===== config.mk =====
export PLATFORM = sky130hd
export DESIGN_NAME = uncache_axi_bridge
export DESIGN_NICKNAME = d
export VERILOG_FILES = /design/src/rtl/uncache_axi_bridge_pkg.sv /design/src/rtl/uncache_axi_bridge.sv
export SDC_FILE = /design/constraint.sdc
export NUM_CORES = 1
export LEC_CHECK = 0
export ABC_AREA = 1
export CORE_MARGIN = 10
export CORE_UTILIZATION = 34
export DETAILED_ROUTE_END_ITERATION = 8
export PLACE_DENSITY = 0.89
export SETUP_SLACK_MARGIN = 0.4
export SYNTH_ARGS = -nofsm -noshare
export SYNTH_HDL_FRONTEND = slang
export SYNTH_SLANG_ARGS = --single-unit

===== constraint.sdc =====
create_clock -name clk -period 3.45 [get_ports clk]
set_input_delay 0.345 -clock clk [delete_from_list [all_inputs] [get_ports clk]]
set_output_delay 0.345 -clock clk [all_outputs]
set_load 0.03 [all_outputs]

===== src/rtl/uncache_axi_bridge_pkg.sv =====
// Shared definitions for the uncached-request to AXI3 bridge: FSM encoding and fixed AXI field values.
package uncache_axi_bridge_pkg;

   typedef enum logic [2:0] {
      IDLE   = 3'd0,
      RD_AR  = 3'd1,
      RD_R   = 3'd2,
      WR_AWW = 3'd3,
      WR_B   = 3'd4
   } state_t;

   localparam logic [3:0] AXI_LEN_SINGLE    = 4'd0;
   localparam logic [1:0] AXI_BURST_INCR    = 2'b01;
   localparam logic [1:0] AXI_LOCK_NORMAL   = 2'b00;
   localparam logic [3:0] AXI_CACHE_DEFAULT = 4'd0;
   localparam logic [2:0] AXI_PROT_DEFAULT  = 3'd0;

   function automatic logic [2:0] axi_size(input logic [1:0] uc_size);
      return {1'b0, uc_size};
   endfunction

endpackage


===== src/rtl/uncache_axi_bridge.sv =====
// Converts the store buffer's SRAM-like uncached request stream into single-beat AXI3 transactions,
// one outstanding at a time so stores and uncached loads stay in program order.
//
// state  | meaning
// IDLE   | waiting for uc_req; uc_addr_ok follows uc_req
// RD_AR  | read address presented, waiting for arready
// RD_R   | rready high, waiting for read data
// WR_AWW | write address and data presented, each dropped once handshaken
// WR_B   | bready high, waiting for write response
module uncache_axi_bridge
   import uncache_axi_bridge_pkg::*;
#(
   parameter int              ID_W  = 4,
   parameter logic [ID_W-1:0] RD_ID = ID_W'(1),
   parameter logic [ID_W-1:0] WR_ID = ID_W'(1)
) (
   input  logic            clk,
   input  logic            rst,
   input  logic            uc_req,
   input  logic            uc_wr,
   input  logic [1:0]      uc_size,
   input  logic [31:0]     uc_addr,
   input  logic [31:0]     uc_wdata,
   input  logic [3:0]      uc_wstrb,
   output logic            uc_addr_ok,
   output logic            uc_data_ok,
   output logic [31:0]     uc_rdata,
   output logic [ID_W-1:0] axi_arid,
   output logic [31:0]     axi_araddr,
   output logic [3:0]      axi_arlen,
   output logic [2:0]      axi_arsize,
   output logic [1:0]      axi_arburst,
   output logic [1:0]      axi_arlock,
   output logic [3:0]      axi_arcache,
   output logic [2:0]      axi_arprot,
   output logic            axi_arvalid,
   input  logic            axi_arready,
   input  logic [ID_W-1:0] axi_rid,
   input  logic [31:0]     axi_rdata,
   input  logic [1:0]      axi_rresp,
   input  logic            axi_rlast,
   input  logic            axi_rvalid,
   output logic            axi_rready,
   output logic [ID_W-1:0] axi_awid,
   output logic [31:0]     axi_awaddr,
   output logic [3:0]      axi_awlen,
   output logic [2:0]      axi_awsize,
   output logic [1:0]      axi_awburst,
   output logic [1:0]      axi_awlock,
   output logic [3:0]      axi_awcache,
   output logic [2:0]      axi_awprot,
   output logic            axi_awvalid,
   input  logic            axi_awready,
   output logic [ID_W-1:0] axi_wid,
   output logic [31:0]     axi_wdata,
   output logic [3:0]      axi_wstrb,
   output logic            axi_wlast,
   output logic            axi_wvalid,
   input  logic            axi_wready,
   input  logic [ID_W-1:0] axi_bid,
   input  logic [1:0]      axi_bresp,
   input  logic            axi_bvalid,
   output logic            axi_bready
);

   state_t      state;
   logic [31:0] addr_q;
   logic [1:0]  size_q;
   logic [31:0] wdata_q;
   logic [3:0]  wstrb_q;
   logic        aw_done;
   logic        w_done;
   logic        aw_hs;
   logic        w_hs;

   // Responses carry no information this bridge acts on.
   logic unused_resp;
   assign unused_resp = ^{axi_rid, axi_rresp, axi_rlast, axi_bid, axi_bresp};

   assign uc_addr_ok = (state == IDLE) && uc_req && !rst;
   assign aw_hs      = axi_awvalid && axi_awready;
   assign w_hs       = axi_wvalid && axi_wready;

   assign axi_arid    = RD_ID;
   assign axi_araddr  = addr_q;
   assign axi_arlen   = AXI_LEN_SINGLE;
   assign axi_arsize  = axi_size(size_q);
   assign axi_arburst = AXI_BURST_INCR;
   assign axi_arlock  = AXI_LOCK_NORMAL;
   assign axi_arcache = AXI_CACHE_DEFAULT;
   assign axi_arprot  = AXI_PROT_DEFAULT;

   assign axi_awid    = WR_ID;
   assign axi_awaddr  = addr_q;
   assign axi_awlen   = AXI_LEN_SINGLE;
   assign axi_awsize  = axi_size(size_q);
   assign axi_awburst = AXI_BURST_INCR;
   assign axi_awlock  = AXI_LOCK_NORMAL;
   assign axi_awcache = AXI_CACHE_DEFAULT;
   assign axi_awprot  = AXI_PROT_DEFAULT;

   assign axi_wid   = WR_ID;
   assign axi_wdata = wdata_q;
   assign axi_wstrb = wstrb_q;
   assign axi_wlast = 1'b1;

   always_ff @(posedge clk or posedge rst) begin
      if (rst) begin
         state       <= IDLE;
         addr_q      <= '0;
         size_q      <= '0;
         wdata_q     <= '0;
         wstrb_q     <= '0;
         aw_done     <= 1'b0;
         w_done      <= 1'b0;
         axi_arvalid <= 1'b0;
         axi_rready  <= 1'b0;
         axi_awvalid <= 1'b0;
         axi_wvalid  <= 1'b0;
         axi_bready  <= 1'b0;
         uc_data_ok  <= 1'b0;
         uc_rdata    <= '0;
      end else begin
         uc_data_ok <= 1'b0;
         unique case (state)
            IDLE: begin
               if (uc_req) begin
                  addr_q  <= uc_addr;
                  size_q  <= uc_size;
                  wdata_q <= uc_wdata;
                  wstrb_q <= uc_wstrb;
                  if (uc_wr) begin
                     axi_awvalid <= 1'b1;
                     axi_wvalid  <= 1'b1;
                     state       <= WR_AWW;
                  end else begin
                     axi_arvalid <= 1'b1;
                     state       <= RD_AR;
                  end
               end
            end
            RD_AR: begin
               if (axi_arready) begin
                  axi_arvalid <= 1'b0;
                  axi_rready  <= 1'b1;
                  state       <= RD_R;
               end
            end
            RD_R: begin
               if (axi_rvalid) begin
                  uc_rdata   <= axi_rdata;
                  uc_data_ok <= 1'b1;
                  axi_rready <= 1'b0;
                  state      <= IDLE;
               end
            end
            WR_AWW: begin
               if (aw_hs) begin
                  axi_awvalid <= 1'b0;
                  aw_done     <= 1'b1;
               end
               if (w_hs) begin
                  axi_wvalid <= 1'b0;
                  w_done     <= 1'b1;
               end
               // A handshake in this very cycle counts toward completion.
               if ((aw_done || aw_hs) && (w_done || w_hs)) begin
                  axi_bready <= 1'b1;
                  state      <= WR_B;
               end
            end
            WR_B: begin
               if (axi_bvalid) begin
                  axi_bready <= 1'b0;
                  uc_data_ok <= 1'b1;
                  aw_done    <= 1'b0;
                  w_done     <= 1'b0;
                  state      <= IDLE;
               end
            end
            default: state <= IDLE;
         endcase
      end
   end

endmodule


# Word level (Yosys, flattened, before mapping)
# Index checks and enable logic that the tools add are counted.
word_totals:
  reg_bits: 113
  in_bits: 124
  out_inout_bits: 188
  wordCells: 80
op_classes:
  n_eq_ne: 13
  muxes: 30
  n_reduce_logical: 23
op_table:
  columns: ["operator", "n"]
  rows:
  - ["$ne A2 B2 Y1 const B", 9]
  - ["$pmux W1 S2", 8]
  - ["$mux W1", 15]
  - ["$mux W3", 5]
  - ["$pmux W3 S5", 1]
  - ["$reduce_and A3 Y1", 4]
  - ["$reduce_and A4 Y1", 3]
  - ["$reduce_bool A2 Y1", 4]
  - ["$eq A3 B2 Y1 const B", 2]
  - ["$logic_and A1 B1 Y1", 5]
  - ["$reduce_and A5 Y1", 1]
  - ["$reduce_and A2 Y1", 2]
  - ["$eq A3 B1 Y1 const B", 1]
  - ["$eq A3 B3 Y1 const B", 1]
  - ["$logic_not A3 Y1", 1]
  - ["$logic_or A1 B1 Y1", 2]
  - ["$mux W2", 1]
  - ["$logic_not A1 Y1", 1]

# Depth between registers and ports, before layout
depth:
  word_depth: 5
  mapped_depth: 8
  mapped_depth_nobuf: 8

# Worst setup path before layout
# No wires, ideal clock.
synth_path:
  path_type: "reg2out"
  startpoint: "register state[2]"
  endpoint: "output port uc_addr_ok"
  arrival_ns: 1.406
  t_required_ns: 3.105
  setup_slack_ns: 1.699
  path_stages_with_launch: 5
  n_path_buf: 1
  path_cell_list: "dfrtp_1 -> nor3_4 -> nand2_2 -> buf_2 -> nor2_1"
synth_via:
  elab_chain_cells: 3
synth_rtl:
  columns: ["element", "line_no", "text"]
  rows:
  - ["from (decl)", "uncache_axi_bridge.sv:66", "state_t state;"]
  - ["from (signal assigned)", "uncache_axi_bridge.sv:109", "state <= IDLE;"]
  - ["from (signal assigned)", "uncache_axi_bridge.sv:135", "state <= WR_AWW;"]
  - ["from (signal assigned)", "uncache_axi_bridge.sv:138", "state <= RD_AR;"]
  - ["$logic_not A3 Y1", "uncache_axi_bridge.sv:80", "assign uc_addr_ok = (state == IDLE) && uc_req && !rst;"]
  - ["$logic_and A1 B1 Y1 (2 in a row)", "uncache_axi_bridge.sv:80", null]
  - ["to (decl)", "uncache_axi_bridge.sv:25", "output logic uc_addr_ok,"]
# Every way passes these cells.

# Worst setup path after layout
# Ends and elaborated chain as after synthesis.

==> metrics.txt <==
r2r startpoint state[2]$_DFFE_PP0P_; floorplan die width 143.0 um; cts repair resizes 0; core area 0.01470 mm2; share of cells above drive strength 1 0.05508; Fin Clk Skew between 10 and 15 ps; maximum fanout along the worst path 29; largest net degree at the start of global routing 75; All-Layer GR Usage 0.1594; yosys warns 0; Hold WC Path Type in -> async; worst setup path category reg -> out; Max VDD drop between 0.0005 and 0.0006 V; Final #Nets roughly 930; Post-Syn Area a little over 0.005 mm2; clock buffer count from CTS 17; compound-cell area share of the yosys netlist 0.008994; Synth cell types 19; Worst-Margin Slew just over 800 ps; status complete, no violations; commonest non-fill, non-tap cells in the layout 256 x nand2_1, 251 x clkdlybuf4s50_1, 113 x dfrtp_1, 75 x nand3_1, 45 x conb_1; met1 usage 0.1645; startpoint types register; R2R setup slack 1570 ps; #FFs+latches synth between 100 and 150; clock-pin slew on the worst setup and hold paths 50 ps; Max-Slew Margin vs Limit 0.4565; Worst Setup End Kind primary output; H-tree levels 4; dpl hpwl about 13 mm; power density cells 1121 mW/mm2; Setup TNS 0 ps; most common cell after layout, fill and taps aside nand2_1; post-synthesis sequential area ratio 0.5493; RSZ-0062 raised after global routing false; FMAX roughly 0.45 GHz; largest family of logic cells by synthesized area simple AND/OR/NAND/NOR gates; number of global-route vias before repair about 4700; drt initial violations 140; worst path required time 3110 ps; GP Congestion about 0.78; mux cell area share after synthesis 0; met2 Usage GRT 0.2800; diodes inserted 0; syn_area_per_cell roughly 8.7 um2; GR peak layer met2; Hold Vio Cnt, Final 0; Synth Area in Adders 0; FILL cells ~1300; XOR/XNOR share of the synthesized area 0; Final ANT Viol Nets 0; CTS tree built; final setup fails 0; # IOs approximately 310; Core Rows between 40 and 50; first-pass GRT wire length ~26 mm; initial antenna violation count 0; Final Cycle Share 0.6499; GRT overflow 0; placed cell areas roughly 0.0073 mm2; Die ar. 0.02046 mm2; # hold bufs at CTS 0; met3 usage 0.07662; CP arrival roughly 1900 ps; Port Buffers approximately 250; Final Slew Violations 0; # clock sinks 113; Simple-Gate Fraction of Synth Area 0.2805; routed wire length 16.99 mm; Tmin final roughly 2200 ps; average routed wire per standard cell approximately 17 um; post-CTS setup buffers 0; Layout area overhead 54.89%; via count 4486; RR Endpoint axi_wdata[28]$_DFFE_PP0P_; die extent in y about 140 um; clk_lat worst skew around 400 ps; Initial DRT Pass Iterations 4; Root Buffer clkbuf_16; Remaining DRCs 0; FF-to-FF path depth 5; Vias/cell around 4.5; cell count after synthesis 593; final instance area approximately 0.008 mm2; Lkg Pwr 3.908 nW; Initial Util 0.3502; Longest Clk Path Bufs 2; total chip power ~9 mW; max-cap violations 0
-- per-layer routing --
layer | wire length, um | share of wire
met1 | 6288 | 0.37
met2 | 8619 | 0.51
met3 | 1848 | 0.11
met4 | 238 | 0.014
met5 | 0 | 0
-- state kept, by name, summed over array words and instances, names as in the netlist, 2 cells and up --
signal	flops
axi_araddr	32
axi_wdata	32
axi_wstrb	4
size_q	2
state	3
uc_rdata	32
-- cell families (layout without fill, tap and decap cells) --
logic type             after synthesis  in the layout
DFF                                113            113
other                                2             45
AOI/OAI and AO/OA                    9              9
buffers and inverters              121            302
and+or+nand+nor                    348            348
-- stage by stage --
| stage | utilization | worst slack, ps | hold WS (ps) | cells |
|---|---|---|---|---|
| finish | 0.5424 | 1208 | 387.6 | 1001 |
| global route | 0.5424 | 1047 | 436.8 | 1001 |
| CTS | 0.5424 | 1149 | 392.7 | 1001 |
| detailed placement | 0.4997 | 1358 | 457.1 | 970 |
| global placement | 0.4997 | 1398 | 451.7 | 970 |
| floorplan | - | 1699 | 454.5 | 636 |
-- worst max path at each step --
stage	slack, ps	to	start
floorplan	1700	uc_addr_ok	state[2]$_DFFE_PP0P_
global placement	1400	uc_rdata[7]$_DFFE_PP0P_	axi_rvalid
detailed placement	1360	uc_rdata[20]$_DFFE_PP0P_	axi_rvalid
CTS	1150	uc_addr_ok	state[2]$_DFFE_PP0P_
global route	1050	uc_addr_ok	state[2]$_DFFE_PP0P_
finish	1210	uc_addr_ok	state[2]$_DFFE_PP0P_
-- cell type report --
cell class                      instances  area [um2]  share of cell area
Clock inverter                         10       157.7             0.01977
Timing Repair Buffer                  258        2575              0.3230
Multi-Input combinational cell        402        1659              0.2081
Tap cell                              184       230.2             0.02888
Inverter                               13       52.55            0.006591
Clock buffer                           21       470.5             0.05901
Sequential cell                       113        2828              0.3547
-- critical path, stage by stage (launching register included) --
cell and delay [ps]:
dfrtp_1 490, nor3_4 250, nand2_2 350, nor2_1 200, buf_4 180
-- report_power, final --
group | total [mW] | switching, mW | internal (mW)
Clock | 1.86 | 0.600 | 1.26
Sequential | 2.37 | 0.419 | 1.95
Combinational | 4.71 | 2.94 | 1.77
-- synthesized netlist by cell type, drive strengths merged --
library cell  number  area, um2
clkbuf            10      37.54
a21oi              2      10.01
nor3               1      16.27
dfrtp            113       2828
nor2              12      52.55
conb               2      7.510
nand2            257      967.2
a31oi              1      6.260
o21ai              6      30.03
nand3             76      392.9
nand3b             2      15.01
inv               13      48.80
buf               98      735.7
No activity file was read; power rests on OpenSTA's default activity.
